### src/rtl/hazard_pkg.sv
// Shared definitions for the pipeline hazard controller: FSM state encoding,
// default parameter values and small arithmetic helpers.
package hazard_pkg;

    typedef enum logic [2:0] {
        ST_RUN      = 3'd0,
        ST_LU_STALL = 3'd1,
        ST_REFILL   = 3'd2,
        ST_BPU_WAIT = 3'd3,
        ST_HALT     = 3'd4
    } hz_state_e;

    localparam int DEF_FLUSH_DEPTH = 2;
    localparam int DEF_BPU_TIMEOUT = 15;
    localparam int DEF_CNT_W       = 16;
    localparam int REFILL_W        = 3;
    localparam int DWELL_W         = 8;

    function automatic logic [DWELL_W-1:0] sat_inc8(input logic [DWELL_W-1:0] val);
        if (val == {DWELL_W{1'b1}}) begin
            return val;
        end else begin
            return val + 8'd1;
        end
    endfunction

endpackage

### src/rtl/sat_counter.sv
// Saturating up-counter used for the hazard controller performance counters.
module sat_counter #(
    parameter int WIDTH = 16
) (
    input  logic             clk,
    input  logic             rst,
    input  logic             inc,
    output logic [WIDTH-1:0] count
);

    logic [WIDTH-1:0] count_r;

    // Count enabled cycles, holding at all-ones instead of wrapping
    always_ff @(posedge clk or negedge rst) begin
        if (!rst) begin
            count_r <= '0;
        end else if (inc && (count_r != {WIDTH{1'b1}})) begin
            count_r <= count_r + {{(WIDTH-1){1'b0}}, 1'b1};
        end else begin
            count_r <= count_r;
        end
    end

    assign count = count_r;

endmodule

### src/rtl/pipeline_hazard_ctrl.sv
// Pipeline hazard controller: arbitrates mispredict, load-use, predictor hold
// and debug halt into stall/flush/redirect controls with zero-cycle latency.
module pipeline_hazard_ctrl
    import hazard_pkg::*;
#(
    parameter int FLUSH_DEPTH = DEF_FLUSH_DEPTH,
    parameter int BPU_TIMEOUT = DEF_BPU_TIMEOUT,
    parameter int CNT_W       = DEF_CNT_W
) (
    input  logic             clk,
    input  logic             rst,
    input  logic             load_use,
    input  logic             mispredict,
    input  logic             bpu_stall,
    input  logic             halt_req,
    output logic             stall_if,
    output logic             stall_id,
    output logic             flush_if,
    output logic             flush_id,
    output logic             flush_ex,
    output logic             redirect,
    output logic [2:0]       state_o,
    output logic             bpu_err,
    output logic [CNT_W-1:0] stall_cnt,
    output logic [CNT_W-1:0] flush_cnt
);

    localparam logic [REFILL_W-1:0] REFILL_LOAD = REFILL_W'(FLUSH_DEPTH - 1);
    localparam logic [DWELL_W-1:0]  TIMEOUT_L   = DWELL_W'(BPU_TIMEOUT);

    hz_state_e           state_r;
    hz_state_e           state_nxt_s;
    logic [REFILL_W-1:0] refill_cnt_r;
    logic [REFILL_W-1:0] refill_nxt_s;
    logic [DWELL_W-1:0]  dwell_r;
    logic [DWELL_W-1:0]  dwell_nxt_s;
    logic [DWELL_W-1:0]  dwell_inc_s;
    logic                bpu_err_r;
    logic                bpu_err_nxt_s;
    logic                accept_mp_s;
    logic                stall_if_s;
    logic                stall_id_s;
    logic                flush_ex_s;

    // State, refill countdown, BPU dwell and sticky error registers
    always_ff @(posedge clk or negedge rst) begin
        if (!rst) begin
            state_r      <= ST_RUN;
            refill_cnt_r <= '0;
            dwell_r      <= '0;
            bpu_err_r    <= 1'b0;
        end else begin
            state_r      <= state_nxt_s;
            refill_cnt_r <= refill_nxt_s;
            dwell_r      <= dwell_nxt_s;
            bpu_err_r    <= bpu_err_nxt_s;
        end
    end

    // Next-state and output decode; mispredict outranks everything outside REFILL
    always_comb begin
        state_nxt_s  = state_r;
        refill_nxt_s = refill_cnt_r;
        accept_mp_s  = 1'b0;
        stall_if_s   = 1'b0;
        stall_id_s   = 1'b0;
        flush_ex_s   = 1'b0;
        case (state_r)
            ST_RUN: begin
                if (mispredict) begin
                    accept_mp_s = 1'b1;
                end else if (load_use) begin
                    stall_if_s  = 1'b1;
                    stall_id_s  = 1'b1;
                    flush_ex_s  = 1'b1;
                    state_nxt_s = ST_LU_STALL;
                end else if (bpu_stall) begin
                    stall_if_s  = 1'b1;
                    state_nxt_s = ST_BPU_WAIT;
                end else if (halt_req) begin
                    stall_if_s  = 1'b1;
                    stall_id_s  = 1'b1;
                    state_nxt_s = ST_HALT;
                end else begin
                    state_nxt_s = ST_RUN;
                end
            end
            // The stall already happened in RUN; this cycle only blocks re-triggering
            ST_LU_STALL: begin
                if (mispredict) begin
                    accept_mp_s = 1'b1;
                end else begin
                    state_nxt_s = ST_RUN;
                end
            end
            ST_REFILL: begin
                if (refill_cnt_r == {REFILL_W{1'b0}}) begin
                    state_nxt_s = ST_RUN;
                end else begin
                    refill_nxt_s = refill_cnt_r - 3'd1;
                end
            end
            ST_BPU_WAIT: begin
                if (mispredict) begin
                    accept_mp_s = 1'b1;
                end else begin
                    stall_if_s  = (bpu_stall && !bpu_err_r) || load_use;
                    stall_id_s  = load_use;
                    flush_ex_s  = load_use;
                    state_nxt_s = (bpu_stall && !bpu_err_r) ? ST_BPU_WAIT : ST_RUN;
                end
            end
            ST_HALT: begin
                if (mispredict) begin
                    accept_mp_s = 1'b1;
                end else if (halt_req) begin
                    stall_if_s = 1'b1;
                    stall_id_s = 1'b1;
                end else begin
                    state_nxt_s = ST_RUN;
                end
            end
            default: begin
                state_nxt_s = ST_RUN;
            end
        endcase
        if (accept_mp_s) begin
            state_nxt_s  = ST_REFILL;
            refill_nxt_s = REFILL_LOAD;
        end else begin
            refill_nxt_s = refill_nxt_s;
        end
    end

    // Dwell counter runs only while parked in BPU_WAIT
    always_comb begin
        dwell_inc_s = sat_inc8(dwell_r);
        if (state_r == ST_BPU_WAIT) begin
            dwell_nxt_s   = dwell_inc_s;
            bpu_err_nxt_s = bpu_err_r | (dwell_inc_s == TIMEOUT_L);
        end else begin
            dwell_nxt_s   = '0;
            bpu_err_nxt_s = bpu_err_r;
        end
    end

    assign stall_if = rst && stall_if_s;
    assign stall_id = rst && stall_id_s;
    assign flush_if = rst && accept_mp_s;
    assign flush_id = rst && accept_mp_s;
    assign redirect = rst && accept_mp_s;
    assign flush_ex = rst && flush_ex_s;
    assign state_o  = state_r;
    assign bpu_err  = bpu_err_r;

    sat_counter #(.WIDTH(CNT_W)) u_stall_cnt (
        .clk   (clk),
        .rst   (rst),
        .inc   (stall_if_s),
        .count (stall_cnt)
    );

    sat_counter #(.WIDTH(CNT_W)) u_flush_cnt (
        .clk   (clk),
        .rst   (rst),
        .inc   (accept_mp_s),
        .count (flush_cnt)
    );

endmodule
### config.mk
export PLATFORM = sky130hd
export DESIGN_NAME = pipeline_hazard_ctrl
export DESIGN_NICKNAME = d
export VERILOG_FILES = /design/src/rtl/hazard_pkg.sv /design/src/rtl/sat_counter.sv /design/src/rtl/pipeline_hazard_ctrl.sv
export SDC_FILE = /design/constraint.sdc
export NUM_CORES = 1
export LEC_CHECK = 0
export ABC_AREA = 1
export BUFFER_PORTS_ARGS = -buffer_cell sky130_fd_sc_hd__buf_2
export CAP_MARGIN = 10
export CORE_UTILIZATION = 25
export DETAILED_ROUTE_END_ITERATION = 10
export REMOVE_ABC_BUFFERS = 1
export SYNTH_ARGS = -nofsm -noshare
export SYNTH_HDL_FRONTEND = slang
export SYNTH_SLANG_ARGS = --single-unit
### constraint.sdc
create_clock -name clk -period 1.8 [get_ports clk]
set_clock_uncertainty 0.1 [all_clocks]
set_input_delay 0.09 -clock clk [delete_from_list [all_inputs] [get_ports clk]]
set_output_delay 0.09 -clock clk [all_outputs]
set_load 0.02 [all_outputs]
# Yosys cells after proc, flatten, opt, wreduce, memory -nomap -nowiden
# Index checks and enable logic that the tools add are counted.
[word_totals]
reg_bits = 47
output_inout_bits = 42
wordCells = 75
in_bits = 6
[op_classes]
eq_ne = 15
mux = 34
addsub = 4
n_bitwise = 1
n_reduce_logical = 15
[ops]
columns = ["operator", "count"]
rows = [
  ["2-to-1 mux 3 bit", 13],
  ["adder 16 x 1 -> 16 bit, second input constant", 2],
  ["!= test 16 bit, second input constant", 2],
  ["!= test 3 bit, second input constant", 6],
  ["2-to-1 mux 8 bit", 2],
  ["one-hot mux 3 bit (5 select lines)", 1],
  ["2-to-1 mux 1 bit", 14],
  ["adder 8 x 1 -> 8 bit, second input constant", 1],
  ["equality test 8 x 4 -> 1 bit, second input constant", 1],
  ["equality test 8 bit, second input constant", 1],
  ["logical AND 1 bit", 7],
  ["equality test 3 x 2 -> 1 bit, second input constant", 2],
  ["zero test 3 bit", 2],
  ["one-hot mux 1 bit (3 select lines)", 2],
  ["AND reduction 6 bit", 1],
  ["OR reduction 4 bit", 1],
  ["equality test 3 x 1 -> 1 bit, second input constant", 1],
  ["equality test 3 bit, second input constant", 1],
  ["subtractor 3 x 1 -> 3 bit, second input constant", 1],
  ["2-to-1 mux 2 bit", 1],
  ["!= test 2 bit, second input constant", 1],
  ["one-hot mux 1 bit (2 select lines)", 1],
  ["AND reduction 2 bit", 1],
  ["nonzero test 2 bit", 1],
  ["3 further kinds", 3],
]

# Depth between registers and ports, before layout
# Gate-level depths: netlist (run 1).
[logic_depth]
depth_word = 6
mapped_depth = 11
depth_no_buf = 10

# By module
# A second synthesis (run 1) with hierarchy kept.
[hier_totals]
hier_cells = 431
hier_area_um2 = 3081.7
[by_module_without_submodules]
columns = ["module", "cells_each", "seq_area_each_um2", "area_per_inst_um2", "instances"]
rows = [
  ["sat_counter", 149, 400.4, 1058.5, 2],
  ["pipeline_hazard_ctrl", 133, 375.4, 964.7, 1],
]

# Least setup slack after synthesis (run 1)
# Ideal clock, no wire load.
[synth_timing]
path_type = "flip-flop to flip-flop"
startpoint = "register u_flush_cnt.count_r[0] (netlist: u_flush_cnt.count[0])"
endpoint = "register u_flush_cnt.count_r[2] (netlist: u_flush_cnt.count[2])"
path_stages_with_launch = 10
required_ns = 1.577
period_less_slack_ns = 1.764
path_buffers = 1
setup_ns = 0.123
arrival_ns = 1.541
slack_ns = 0.036
cell_sequence = "dfrtp_1 ha_1 nand3_1 nor2_1 nand3_1 nand2_1 inv_2 buf_2 nand3_1 nand2_1"
[synth_via]
elab_chain_len = 2
elab_cells_between_ends = 3
cone_classes = "add/sub: 1; eq/ne: 1; reduce/logical: 1"
[synth_lines]
columns = ["item", "line", "text"]
rows = [
  ["start, declared", "sat_counter.sv:11", "logic [WIDTH-1:0] count_r;"],
  ["start signal, assigned", "sat_counter.sv:18", "count_r <= count_r + {{(WIDTH-1){1'b0}}, 1'b1};"],
  ["start signal, assigned", "sat_counter.sv:20", "count_r <= count_r;"],
  ["parallel branches: the longest is 2 deep, another holds adder 16 x 1 -> 16 bit", "-", ""],
]
# Several ways; the timed one is not identified.
# A chain may end at the register's enable or synchronous reset.

# Final worst setup path (run 1)
[layout_timing]
startpoint = "register state_r[1] (netlist: state_o[1])"
endpoint = "output stall_if"
[layout_via]
elab_chain_len = 3
elab_cells_between_ends = 5
cone_classes = "eq/ne: 2; mux: 1; reduce/logical: 2"
[layout_lines]
columns = ["item", "line", "text"]
rows = [
  ["start, declared", "pipeline_hazard_ctrl.sv:31", "hz_state_e state_r;"],
  ["start signal, assigned", "pipeline_hazard_ctrl.sv:53", "state_r <= state_nxt_s;"],
  ["equality test 3 bit, or another cell as far along", "pipeline_hazard_ctrl.sv:68", "case (state_r)"],
  ["one-hot mux 1 bit (3 select lines) (*)", "pipeline_hazard_ctrl.sv:68", ""],
  ["logical AND 1 bit (*)", "pipeline_hazard_ctrl.sv:147", "assign stall_if = rst && stall_if_s;"],
  ["end, declared", "pipeline_hazard_ctrl.sv:16", "output logic stall_if,"],
]
# Mark *: on every way between the ends. The rest lies on a longest branch, timed or not.

==> impl_metrics.yaml, run 1 <==
run_status:
  status: "finished, final reports clean"
worst_setup_path:
  reg2reg_setup_slack_ns: 0.12
  reg2reg_to: "u_stall_cnt.count[0]"
  cp-start-kind: "register"
  arrival_ns: 1.56
  reg2reg_from: "state_o[1]"
  path_max_fanout: 5
  required_ns: 1.61
  crit_path_end_kind: "output pin"
  rr_worst_depth: 8
  crit_type: "reg2out"
clocking:
  clk_pin_slew_ns: 0.06
  cts_max_level: 2
  cts_inserted_buffers: 5
  ctsLongestPathBuffers: 2
  clock-sinks: 47
  insertion_delay_ns: 0.29
  cts_tree: "built"
  root_buffer: "clkbuf_16"
pwr:
  p_leak_nw: 1.78
  powerDensity_nw_per_um2: 1110
  vdd_drop_max_v: 0.000530
floorplan:
  io-pin-count: 48
  die_area_um2: 11700
  chipWidth_um: 108
  start_util_pct: 25.8
  chipHeight_um: 108
  placementRows: 38
  core-area_um2: 10900
placed_design:
  gp_congestion: 0.866
  hpwl_um: 5030
  dpl_cell_area_um2: 3250
  port_buffers: 47
timing:
  worstMarginPinSlew_ns: 0.520
  rsz0062_at_grt: "yes"
  clock.fmax_mhz: 570
  fin_crit_sh_pct: 97.4
  slew_violations: 0
  fin_crit_ns: 1.75
  hold_slack_ns: 0.0825
  slew_headroom_pct: 65.3
  final_hold_viol_count: 0
  setup_viol: 0
detailed_routing:
  vias: 2620
  ant_nets: 0
  wirelength_um: 6630
  drc_errors: 0
  wire_per_inst_um: 11.2
  first_iter_violations: 160
  vias_per_cell: 4.42
  first_pass_iters: 4
synthesis:
  syn_avg_cell_area_um2: 7.28
  synth_area_leaders: "dfrtp_1 (42%), nand2_1 (18%), nand3_1 (5.9%), inv_1 (5.7%), nor2_1 (4.7%)"
  ys_ff_latch: 47
  synth_top_cell_by_area: "dfrtp_1"
  ys_seq_area_share_pct: 41.7
  syn_inst: 387
  synth_top_area_share_pct: 41.7
  yosysWarnings: 0
  syn_area_um2: 2820
  ys_types: 31
grt:
  grt_pass1_wl_um: 11100
  grt_usage_pct: 12.1
  grt_pass1_vias: 2457
  grt.overflow.total: 0
  antenna_found_initial: 0
  grt_max_degree: 42
layout:
  area_growth_pct: 23.9
  final_cell_mix: "nand2_1 (131), dfrtp_1 (47), buf_2 (44), inv_1 (43), nor2_1 (34)"
  diodes: 0
  utilization_pct: 31.9
  finalNetCount: 463
  final_cell_area_um2: 3490
  final_common_cell: "nand2_1"
  post_route_cells_drive_above_1_share_pct: 19.9
hold_path:
  hp-class: "in2async"
job:
  max-cap-violations: 0
repair_timing:
| action | CTS | global route |
|---|---|---|
| gates resized for setup | 1 | 11 |
| endpoints found under the hold margin | 8 | 0 |
| setup endpoints to repair | 3 | 21 |
| pin swaps | 1 | 4 |
| hold buffers | 2 | 0 |
| setup buffers | 1 | 5 |
layer usage:
| layer | wire, um | GRT usage, % |
|---|---|---|
| met5 | 0 | 0 |
| met4 | 162 | 5.77 |
| met3 | 247 | 2.77 |
| met2 | 3180 | 19.8 |
| met1 | 3040 | 14.9 |
cell type report:
| cell class | instances | area, um^2 |
|---|---|---|
| multi-input combinational | 284 | 1430 |
| inverter | 49 | 186 |
| timing repair buffer | 65 | 387 |
| tap | 140 | 175 |
| clock buffer | 7 | 133 |
| clock inverter | 1 | 5.00 |
| fill | 1145 | 7440 |
| sequential | 47 | 1180 |
synth_stat cells:
cell	instances
nand2_1	133
dfrtp_1	47
inv_1	43
nor2_1	35
nand3_1	33
o21ai_0	12
xor2_1	11
xnor2_1	10
nor3_1	8
a21oi_1	7
o21ai_1	7
inv_2	6
ha_1	5
buf_4	4
a31oi_1	3
nand4_1	3
buf_6	2
nand3_2	2
nor2_2	2
nor2_4	2
o22ai_1	2
a21oi_2	1
and2_1	1
buf_2	1
nand2_2	1
nand2_4	1
nand3b_1	1
nand4_2	1
nor3_4	1
o211ai_1	1
o21bai_1	1
critical path, stage by stage (launching register included):
cell	delay, ns
dfrtp_1	0.40
inv_2	0.10
nand2_4	0.07
nor2_2	0.19
nand3_1	0.14
a31oi_1	0.20
buf_4	0.16
logic make-up after synthesis:
family	synth area share, %
AOI/OAI and AO/OA	6.57
xor gates and xnor gates	6.52
adders and majority gates	2.22
buffers and inverters	8.57
DFF	41.7
and+or+nand+nor	34.4
power breakdown:
| group | total, mW | switching [mW] | internal (mW) | leakage, nW |
|---|---|---|---|---|
| logic | 1.55 | 1.00 | 0.544 | 1.09 |
| clock network | 0.890 | 0.376 | 0.514 | 0.0679 |
| registers | 1.45 | 0.193 | 1.26 | 0.629 |
| total | 3.89 | 1.57 | 2.31 | 1.78 |
stage by stage:
stage          power (mW)  std cells  setup slack, ns  setup TNS [ns]
2_1_floorplan        2.41        380           -0.124           -1.73
3_3_place_gp         2.89        577            0.117               0
3_5_place_dp         2.93        577           0.0826               0
4_1_cts              3.88        588         -0.00794        -0.00794
5_1_grt              4.20        593          -0.0495         -0.0633
6_report             3.89        593           0.0470               0
state kept, by name (all words and copies together), names as in the netlist:
name,count
state_o,3
u_stall_cnt.count,16
dwell_r,8
u_flush_cnt.count,16
refill_cnt_r,3
bpu_err,1
worst max path at each step:
stage | slack (ns) | end | depth (start not counted) | startpoint
3_5_place_dp | 0.08 | u_flush_cnt.count[12] | 8 | state_o[2]
6_report | 0.05 | stall_if | 6 | state_o[1]
2_1_floorplan | -0.12 | u_flush_cnt.count[12] | 8 | u_flush_cnt.count[0]
4_1_cts | -0.008 | stall_if | 7 | state_o[1]
3_3_place_gp | 0.12 | u_flush_cnt.count[5] | 8 | state_o[2]
5_1_grt | -0.05 | stall_if | 6 | state_o[1]
No activity file was read; power rests on OpenSTA's default activity.
==> run 2, diff against run 1 <==
==> constraint.sdc (replaced) <==
create_clock -name clk -period 1.8 [get_ports clk]
set_clock_uncertainty 0.1 [all_clocks]
set_input_delay 0 -clock clk [delete_from_list [all_inputs] [get_ports clk]]
set_output_delay 0 -clock clk [all_outputs]
set_load 0.02 [all_outputs]
==> impl_metrics.yaml, run 2 (synthesis results as in run 1) <==
worst_setup_path:
  timing.critical_path.mode_cell: "buf_4"
  crit_type: "reg2out"
  cp_cell_sequence: "inv_2 > nand2_2 > nor2_2 > nand3_2 > buf_4 > a31oi_1 > buf_4"
  critPathBufInv: 3
  path_max_fanout: 3
  cp-start-kind: "register"
  critical-path-slowest-cell: "dfrtp_1"
  critPathMaxStageDelay_ns: 0.40
  crit_path_end_kind: "output pin"
  arrival_ns: 1.61
  cp_top_family: "buffers and inverters"
  required_ns: 1.70
floorplan:
  die_area_um2: 11700
  start_util_pct: 25.8
  chipWidth_um: 108
  placementRows: 38
  io-pin-count: 48
  chipHeight_um: 108
  core-area_um2: 10900
pwr:
  total_power_mw: 3.96
  pwr-share-comb_pct: 38.8
  p_sw_mw: 1.57
  clkPwrFrac_pct: 24.7
  powerDensity_nw_per_um2: 1130
  p_seq_share_pct: 36.5
  p_leak_nw: 1.79
  swShare_pct: 39.7
  vdd_drop_max_v: 0.000551
  p_int_mw: 2.39
detailed_routing:
  wirelength_um: 6730
  vias_per_cell: 4.49
  first_iter_violations: 179
  ant_nets: 0
  vias: 2663
  first_pass_iters: 4
  drc_errors: 0
  wire_per_inst_um: 11.4
grt:
  grt_pass1_wl_um: 10900
  grt_pass1_vias: 2447
  grt.overflow.total: 0
  grt_usage_pct: 11.7
  grt_max_degree: 42
  antenna_found_initial: 0
job:
  max-cap-violations: 0
layout:
  post_route_cells_drive_above_1_share_pct: 20.1
  area_growth_pct: 24.5
  finalNetCount: 463
  final_common_cell: "nand2_1"
  diodes: 0
  final_cell_mix: "nand2_1 (131), dfrtp_1 (47), buf_2 (44), inv_1 (43), nor2_1 (33)"
placed_design:
  gp_congestion: 0.861
  hpwl_um: 5030
  port_buffers: 47
clocking:
  insertion_delay_ns: 0.29
  clk_pin_slew_ns: 0.06
  cts_inserted_buffers: 5
  ctsLongestPathBuffers: 2
  clock-sinks: 47
  cts_tree: "built"
  root_buffer: "clkbuf_16"
  cts_max_level: 2
timing:
  slew_headroom_pct: 64.9
  setup_viol: 0
  rsz0062_at_grt: "yes"
  clock.fmax_mhz: 585
  worstMarginPinSlew_ns: 0.527
  final_hold_viol_count: 6
  slew_violations: 0
  fin_crit_sh_pct: 95.0
  fin_crit_ns: 1.71
  hold_slack_ns: -0.00560
run_status:
  status: "finished with violations"
  violations: "hold timing"
hold_path:
  hp-class: "in2async"
run 2: what timing repair did:
item / in CTS / in global routing
gates resized for setup: 0 / 12
setup endpoints to repair: 3 / 22
hold buffers: 3 / 0
buffers inserted: 1 / 3
endpoints found under the hold margin: 49 / 0
pin swaps: 1 / 3
run 2: layout make-up:
cell class	instances	area [um^2]
well taps	140	175
repair buffers	65	385
fillers	1152	7420
clock buffers	8	156
inverters	49	186
flip-flops and latches	47	1180
multi-input cells	284	1430
run 2: per-stage QoR:
step / utilization, % / setup slack [ns] / instances / setup TNS, ns / cell area, um^2
global route: 32.1 / -0.0322 / 593 / -0.0926 / 3510
CTS: 31.5 / 0.0702 / 590 / 0 / 3450
global placement: 29.8 / 0.145 / 578 / 0 / 3250
floorplan: - / -0.124 / 380 / -1.46 / 2760
finish: 32.1 / 0.0909 / 593 / 0 / 3510
detailed placement: 29.8 / 0.102 / 578 / 0 / 3250
run 2: path summary, 6_finish.rpt:
check	slack, ns	depth (start not counted)	to	startpoint
max	0.09	7	stall_if	state_o[1]
min	-0.006	2	state_o[0]	rst
max reg2reg	0.11	9	u_stall_cnt.count[13]	state_o[2]
min reg2reg	0.42	2	bpu_err	bpu_err
max in group asynchronous	0.83	3	dwell_r[0]	rst
min in group clk	0.03	5	state_o[2]	halt_req
run 2: power by group through the flow:
| stage | logic (mW) | registers, mW | clock network, mW |
|---|---|---|---|
| 2_1_floorplan | 0.785 | 1.63 | 0 |
| 3_3_place_gp | 1.45 | 1.45 | 0 |
| 3_5_place_dp | 1.47 | 1.46 | 0 |
| 4_1_cts | 1.49 | 1.45 | 1.02 |
| 5_1_grt | 1.72 | 1.48 | 1.04 |
| 6_report | 1.54 | 1.45 | 0.980 |
run 2: metal layers:
layer | global-route usage (%) | vias up | routed length, um
met4 | 5.48 | 0 | 125
met1 | 14.5 | 1235 | 3020
met5 | 0 | - | 0
li1 | - | 1351 | -
met3 | 2.77 | 11 | 313
met2 | 18.9 | 66 | 3280
